--- config.mk ---
export PLATFORM = sky130hd
export DESIGN_NAME = fb_arbiter
export DESIGN_NICKNAME = d
export VERILOG_FILES = /design/src/rtl/fb_pkg.sv /design/src/rtl/fb_wr_fifo.sv /design/src/rtl/fb_arbiter.sv
export SDC_FILE = /design/constraint.sdc
export NUM_CORES = 1
export LEC_CHECK = 0
export ABC_AREA = 1
export CAP_MARGIN = 25
export CORE_MARGIN = 1.5
export CORE_UTILIZATION = 54
export CTS_CLUSTER_DIAMETER = 120
export DETAILED_ROUTE_END_ITERATION = 16
export MAX_ROUTING_LAYER = met4
export PLACE_DENSITY = 0.8
export SYNTH_ARGS = -nofsm -noshare
export SYNTH_HDL_FRONTEND = slang
export SYNTH_SLANG_ARGS = --single-unit
--- constraint.sdc ---
create_clock -name CLK25 -period 3.3 [get_ports CLK25]
set_clock_uncertainty 0.05 [all_clocks]
set_input_delay 0.495 -clock CLK25 [delete_from_list [all_inputs] [get_ports CLK25]]
set_output_delay 0.495 -clock CLK25 [all_outputs]
set_load 0.05 [all_outputs]
--- src/rtl/fb_pkg.sv ---
// fb_pkg: shared constants, slot encoding and FIFO entry layout for the frame buffer arbiter
package fb_pkg;
    localparam int ADDR_W     = 17;
    localparam int DATA_W     = 12;
    localparam int FIFO_DEPTH = 4;
    localparam int H_ACT      = 640;
    localparam int V_ACT      = 480;
    localparam int SRC_W      = 320;
    typedef enum logic [1:0] {IDLE, RD, WR} slot_t;
    typedef struct packed {
        logic [ADDR_W-1:0] addr;
        logic [DATA_W-1:0] data;
    } fb_entry_t;
    function automatic logic [ADDR_W-1:0] src_addr(input logic [8:0] v, input logic [8:0] h);
        return (ADDR_W'(v) << 8) + (ADDR_W'(v) << 6) + ADDR_W'(h);
    endfunction
endpackage

--- src/rtl/fb_wr_fifo.sv ---
// fb_wr_fifo: small synchronous FIFO holding camera pixels until a write slot frees up
module fb_wr_fifo
    import fb_pkg::*;
#(
    parameter int DEPTH = FIFO_DEPTH
) (
    input  logic                     CLK25,
    input  logic                     reset,
    input  logic                     push,
    input  logic                     pop,
    input  fb_entry_t                din,
    output fb_entry_t                dout,
    output logic                     full,
    output logic                     empty,
    output logic [$clog2(DEPTH):0]   count
);
    localparam int AW = $clog2(DEPTH);
    localparam int CW = AW + 1;
    fb_entry_t mem [DEPTH];
    logic [AW-1:0] wr_ptr;
    logic [AW-1:0] rd_ptr;
    assign full  = count == CW'(DEPTH);
    assign empty = count == '0;
    assign dout  = mem[rd_ptr];
    // storage carries no reset: only entries between the pointers are ever read
    always_ff @(posedge CLK25)
        if (push)
            mem[wr_ptr] <= din;
    // pointers and occupancy; the arbiter never pushes when full nor pops when empty
    always_ff @(posedge CLK25 or negedge reset)
        if (!reset) begin
            wr_ptr <= '0;
            rd_ptr <= '0;
            count  <= '0;
        end else begin
            if (push)
                wr_ptr <= wr_ptr + 1'b1;
            if (pop)
                rd_ptr <= rd_ptr + 1'b1;
            count <= count + CW'(push) - CW'(pop);
        end
endmodule

--- src/rtl/fb_arbiter.sv ---
// fb_arbiter: time-slot sharing of the frame buffer RAM between camera writes and 2x-upscaled VGA reads
module fb_arbiter
    import fb_pkg::*;
(
    input  logic              CLK25,
    input  logic              reset,
    input  logic [10:0]       hcnt,
    input  logic [10:0]       vcnt,
    input  logic              cam_valid,
    output logic              cam_ready,
    input  logic [ADDR_W-1:0] cam_addr,
    input  logic [DATA_W-1:0] cam_data,
    output logic [ADDR_W-1:0] mem_addr,
    output logic              mem_we,
    output logic [DATA_W-1:0] mem_wdata,
    input  logic [DATA_W-1:0] mem_rdata,
    output logic [DATA_W-1:0] pix_data,
    output logic              pix_valid,
    output logic              ovf,
    input  logic              ovf_clr
);
    localparam int CW = $clog2(FIFO_DEPTH) + 1;
    slot_t             state;
    slot_t             state_nxt;
    fb_entry_t         head;
    logic              full;
    logic              empty;
    logic [CW-1:0]     count;
    logic              rdy_en;
    logic              act;
    logic              act_q1;
    logic              act_q2;
    logic              rd_q;
    logic              push;
    logic              pop;
    logic              drop;
    logic [ADDR_W-1:0] mem_addr_nxt;
    logic [DATA_W-1:0] mem_wdata_nxt;
    assign act       = hcnt < 11'(H_ACT) && vcnt < 11'(V_ACT);
    assign cam_ready = rdy_en && count != CW'(FIFO_DEPTH);
    assign push      = cam_valid && cam_ready;
    assign drop      = cam_valid && (full || !rdy_en);
    fb_wr_fifo #(.DEPTH(FIFO_DEPTH)) u_fifo (
        .CLK25 (CLK25),
        .reset (reset),
        .push  (push),
        .pop   (pop),
        .din   ({cam_addr, cam_data}),
        .dout  (head),
        .full  (full),
        .empty (empty),
        .count (count)
    );
    // slot choice: even active pixels always read, every other cycle drains the FIFO if it can
    always_comb begin
        state_nxt     = IDLE;
        mem_addr_nxt  = mem_addr;
        mem_wdata_nxt = mem_wdata;
        pop           = 1'b0;
        if (act && !hcnt[0]) begin
            state_nxt    = RD;
            mem_addr_nxt = src_addr(vcnt[9:1], hcnt[9:1]);
        end else if (!empty) begin
            state_nxt     = WR;
            mem_addr_nxt  = head.addr;
            mem_wdata_nxt = head.data;
            pop           = 1'b1;
        end
    end
    // slot register and RAM port: every RAM-facing signal leaves from a flop
    always_ff @(posedge CLK25 or negedge reset)
        if (!reset) begin
            state     <= IDLE;
            mem_addr  <= '0;
            mem_wdata <= '0;
            mem_we    <= 1'b0;
        end else begin
            state     <= state_nxt;
            mem_addr  <= mem_addr_nxt;
            mem_wdata <= mem_wdata_nxt;
            mem_we    <= state_nxt == WR;
        end
    // display pipeline: act and read-slot flags track the RAM latency so pixels line up with the scan
    always_ff @(posedge CLK25 or negedge reset)
        if (!reset) begin
            act_q1    <= 1'b0;
            act_q2    <= 1'b0;
            rd_q      <= 1'b0;
            pix_valid <= 1'b0;
            pix_data  <= '0;
        end else begin
            act_q1    <= act;
            act_q2    <= act_q1;
            rd_q      <= state == RD;
            pix_valid <= act_q2;
            pix_data  <= !act_q2 ? '0 : rd_q ? mem_rdata : pix_data;
        end
    // camera side: ready opens one clock after reset release; a drop is remembered until cleared
    always_ff @(posedge CLK25 or negedge reset)
        if (!reset) begin
            rdy_en <= 1'b0;
            ovf    <= 1'b0;
        end else begin
            rdy_en <= 1'b1;
            ovf    <= drop || (ovf && !ovf_clr);
        end
endmodule
After elaboration in Yosys (flattened, before gate mapping)
Memories as Yosys holds them, arrays and structs flattened.
Index checks and enable logic that the tools add are counted.
{"block": "word_totals", "reg_bits": 57, "ramBits": 116, "in_bits": 67, "out_inout_bits": 45, "wordCells": 54, "n_memories": 1}
{"memory": "u_fifo.mem", "depth": 4, "width": 29, "read_ports": 1, "rd_clocked_by_memory_dff": 0, "wr": 1, "line": "fb_wr_fifo.sv:19", "rtl": "fb_entry_t mem [DEPTH];"}
{"block": "op_classes", "add_sub_neg": 6, "order_cmp": 2, "n_eq_ne": 6, "n_mux": 10, "bitwise_logic": 2, "n_reduce_logical": 13}
{"cell": "$mux W17", "n": 2}
{"cell": "$mux W12", "n": 2}
{"cell": "$add A17 B15 Y17", "n": 1}
{"cell": "$add A17 B9 Y17", "n": 1}
{"cell": "$lt A11 B10 Y1 const B", "n": 1}
{"cell": "$lt A11 B9 Y1 const B", "n": 1}
{"cell": "$logic_and A1 B1 Y1", "n": 6}
{"cell": "$add A2 B1 Y2 const B", "n": 2}
{"cell": "$mux W1", "n": 4}
{"cell": "$mux W2", "n": 2}
{"cell": "$ne A2 B1 Y1 const B", "n": 2}
{"cell": "$add A3 B1 Y3", "n": 1}
{"cell": "$eq A3 B3 Y1 const B", "n": 1}
{"cell": "$logic_not A1 Y1", "n": 3}
{"cell": "$logic_not A3 Y1", "n": 1}
{"cell": "$ne A3 B3 Y1 const B", "n": 1}
{"cell": "$sub A3 B1 Y3", "n": 1}
{"cell": "$eq A2 B1 Y1 const B", "n": 1}
{"cell": "$eq A2 B2 Y1 const B", "n": 1}
{"cell": "$logic_or A1 B1 Y1", "n": 2}
{"cell": "$not A1 Y1", "n": 2}
{"cell": "$reduce_and A2 Y1", "n": 1}

Logic depth before layout (Yosys ltp)
{"block": "logic_depth", "ltp_word": 5, "ltp_mapped": 13, "depth_no_buf": 12}

Hierarchy
A second synthesis with hierarchy kept.
{"block": "hier_totals", "cells_unflattened": 838, "hier_area_um2": 7932.6}
{"mod": "fb_wr_fifo", "n_inst": 1, "cells_each": 501, "area_each_um2": 5280.1, "seq_area_each_um2": 3658.5}
{"mod": "fb_arbiter", "n_inst": 1, "cells_each": 337, "area_each_um2": 2652.5, "seq_area_each_um2": 1226.2}

Least setup slack after synthesis
No wires, ideal clock.
{"block": "synth_timing", "kind": "reg2reg", "start": "reg u_fifo.count[0]", "end": "mem u_fifo.mem[0][0] in the netlist's numbering, enable pin", "setup_time_ns": 0.415, "arrival_time_ns": 3.012, "t_required_ns": 2.835, "slack_ns": -0.177, "path_stages_with_launch": 5, "n_path_buf": 0, "cell_sequence": "dfrtp_1 inv_1 a31oi_1 nand2_1 nor2_1"}
{"block": "synth_between", "elab_chain_cells": 5}
{"element": "start: declaration", "line": "fb_wr_fifo.sv:15", "rtl": "output logic [$clog2(DEPTH):0] count"}
{"element": "start signal: assignment", "line": "fb_wr_fifo.sv:40", "rtl": "count <= count + CW'(push) - CW'(pop);"}
{"element": "$ne A3 B3 Y1", "line": "fb_arbiter.sv:40", "rtl": "assign cam_ready = rdy_en && count != CW'(FIFO_DEPTH);"}
{"element": "$logic_and A1 B1 Y1", "line": "fb_arbiter.sv:40"}
{"element": "named net cam_ready", "line": "fb_arbiter.sv:10", "rtl": "output logic cam_ready,"}
{"element": "$logic_and A1 B1 Y1", "line": "fb_arbiter.sv:41", "rtl": "assign push = cam_valid && cam_ready;"}
{"element": "$mux W1", "line": "fb_wr_fifo.sv:27", "rtl": "if (push)"}
{"element": "$mux W1 (not written as such)", "line": "fb_wr_fifo.sv:28", "rtl": "mem[wr_ptr] <= din;"}
{"element": "end: declaration", "line": "fb_wr_fifo.sv:19"}
The timed path passes the listed nets, and every way through them passes these cells.

Worst setup path after layout
{"block": "layout_timing", "start": "reg u_fifo.count[1]", "end": "out cam_ready"}
{"block": "layout_between", "elab_chain_cells": 2}
{"element": "$ne A3 B3 Y1", "line": "fb_arbiter.sv:40"}
{"element": "$logic_and A1 B1 Y1", "line": "fb_arbiter.sv:40"}
{"element": "end: declaration", "line": "fb_arbiter.sv:10"}
No other way between the ends.

==> flow_summary.json <==
{
  "finalWirelength_um": 16000,
  "tightest_slew_ps": 942,
  "viasPerCell": 5.43,
  "synthFlopType": "edfxtp_1",
  "leakagePower_nw": 3.75,
  "die_area_sq_um": 14400,
  "synth_nets": 747,
  "synth_warnings": 0,
  "postRouteAntennaNets": 0,
  "grt_max_degree": 61,
  "rsz0062_at_grt": "false",
  "final_max_slew_viol_count": 0,
  "area_growth_pct": 25.4,
  "muxShareOfSynthArea_pct": 0,
  "vias": 5174,
  "die_y_um": 120,
  "clock_latency_ps": 420,
  "n_fill_cell": 931,
  "arrival_ps": 2040,
  "cp-startpoint": "u_fifo.count[1]",
  "synth_simple_gate_area_share_pct": 16.1,
  "avgSynthCellArea_sq_um": 11.3,
  "cts_resized": 0,
  "synthArstFlopShare_pct": 32.6,
  "wl_per_cell_um": 16.8,
  "hold_violations": 0,
  "num-nets-final": 856,
  "cp-start-kind": "flip-flop",
  "r2r_slack_ps": 1090,
  "vdd_drop_max_mv": 0.571,
  "slew-limit-headroom_pct": 37.1,
  "antennaDiodeCount": 0,
  "clkTransAtPathRegs_ps": 60,
  "gp_congestion": 0.854,
  "cts_setup_buffers": 0,
  "synthCells": 654,
  "cts_tree": "done",
  "synth_top_family_by_area": "simple AND/OR/NAND/NOR gates",
  "power_density_nw_per_um2": 871,
  "drtPass1Iterations": 5,
  "ios": 112,
  "status": "finished clean",
  "synthXorXnorAreaFrac_pct": 0.713,
  "worstReg2RegEnd": "u_fifo.mem[1][15]",
  "syn-cell-area_sq_um": 7370,
  "synth_largest_area_cell": "edfxtp_1",
  "clk_path_buf_depth": 2,
  "rr_worst_depth": 5,
  "htreeDepth": 4,
  "antenna_found_initial": 0,
  "max_freq_mhz": 387,
  "fp.dieW_um": 120,
  "grt_overflow": 0,
  "final_util_pct": 69.5,
  "ys_ff_latch": 172,
  "cts_root_buffer": "clkbuf_16",
  "synthDominantCellAreaShare_pct": 47.3,
  "row_count": 42,
  "setup_viol": 0,
  "layout-drive-gt1-share_pct": 8.51,
  "port_buffers": 110,
  "drc": 0,
  "required_ps": 2750,
  "core_area_sq_um": 13300,
  "synth_edf_count": 116,
  "finalCriticalPeriod_ps": 2580,
  "synthAdderAreaFrac_pct": 4.72,
  "holdCritPathClass": "input pin to async pin",
  "grtUsageTotal_pct": 24.1,
  "criticalPathCategory": "flip-flop to output pin",
  "synthTopCellsByArea": "edfxtp_1 47%, dfrtp_1 19%, nand2_1 6.3%",
  "r2r-start": "u_fifo.count[1]",
  "initial_utilization_pct": 55.4,
  "endpoint": "cam_ready",
  "drt_iter0_markers": 401,
  "ys_types": 36,
  "max-cap-violations": 0,
  "cts.sinks": 172,
  "synth_compound_gate_area_share_pct": 7.52,
  "end_kind": "output pin",
  "fin_setup_tns_ps": 0,
  "hpwl_um": 10100,
  "yosysSeqAreaShare_pct": 66.3,
  "grt_pass1_vias": 5378,
  "min_period_over_period_pct": 78.3,
  "numCtsBuffers": 17,
  "grt_pass1_wl_um": 25800,
  "path_max_fanout": 3,
  "hold_buffers": 0
}
==> worst max-delay path: stages (launching register included) <==
cell             delay (ps)
dfrtp_1                 420
inv_1                   110
a31oi_1                 230
clkdlybuf4s50_1         850
==> flip-flops by register name, indices dropped and copies added, names as in the netlist, 2 cells and up <==
register,count
u_fifo.wr_ptr,2
mem_wdata,12
mem_addr,17
u_fifo.mem,116
u_fifo.rd_ptr,2
pix_data,12
u_fifo.count,3
==> per-stage QoR <==
stage / cell area [sq um] / instances / hold WS (ps) / total power [mW] / worst slack, ps
after global routing: 9240 / 952 / 154 / 8.47 / 593
final: 9240 / 952 / 97.7 / 8.06 / 718
after global placement: 8610 / 920 / 294 / 5.84 / 439
after detailed placement: 8610 / 920 / 298 / 5.97 / 345
after CTS: 9240 / 952 / 109 / 8.10 / 681
after floorplan: 7370 / 654 / 149 / 5.01 / -177
==> where the power goes <==
| part | total, mW | internal [mW] | switching, mW |
|---|---|---|---|
| Clock | 2.10 | 1.30 | 0.807 |
| Combinational | 3.03 | 0.975 | 2.06 |
| Sequential | 2.92 | 2.72 | 0.196 |
| Total | 8.06 | 5.00 | 3.06 |
==> layer usage <==
metal	track usage, %	share of wire, %	vias to the layer above
met2	40.0	50	215
met5	-	0	-
met1	29.2	41	2479
met4	10.6	1.8	0
met3	4.42	6.7	30
li1	-	-	2450
==> layout by cell type, fill, tap and decap left out, drive strengths merged, types with 4 or more instances in the layout <==
cell type and count:
edfxtp 116, clkdlybuf4s50 109, clkbuf 20, buf 9, inv 53, dfrtp 56
nand2 132, nand3b 5, o211ai 5, o21ai 60, bufinv 4, a21oi 10
nand3 47, ha 23, clkinv 4, nor2 82, o22ai 25
==> kinds of logic after synthesis <==
| kind of cell | count (synthesis) |
|---|---|
| AOI/OAI and AO/OA | 101 |
| xor gates and xnor gates | 6 |
| adders and majority gates | 26 |
| buffers and inverters | 79 |
| DFF | 172 |
| other | 1 |
| and+or+nand+nor | 269 |
==> layout make-up <==
type                            instances  area [sq um]  share of cell area [%]
Timing Repair Buffer                  118          1160                    12.5
Tap cell                              176           220                    2.38
Clock inverter                         12           188                    2.03
Multi-Input combinational cell        403          2150                    23.3
Inverter                               51           194                    2.10
Sequential cell                       172          4890                    52.9
Clock buffer                           20           447                    4.83
==> worst min path at each step <==
stage | startpoint | end
floorplan | reset | act_q1
global placement | act_q1 | act_q2
detailed placement | act_q1 | act_q2
CTS | reset | act_q1
global route | reset | act_q1
finish | reset | act_q1
==> cells in the mapped netlist (2+ instances only) <==
cell      count
clkbuf_1     11
nor2_1       80
nand3_1      41
a21oi_1       9
ha_1         23
o21ai_0      59
buf_4         2
fa_1          3
nand2_2       6
buf_1         2
inv_1        48
xnor2_1       3
buf_2         9
nand2_1     124
o211ai_1      5
nand2_4       2
xor2_1        3
o22ai_1      25
nand4_1       2
dfrtp_1      56
edfxtp_1    116
nand3_2       5
inv_2         2
buf_6         3
nand3b_1      4
Power figures use the tool's default switching activity.
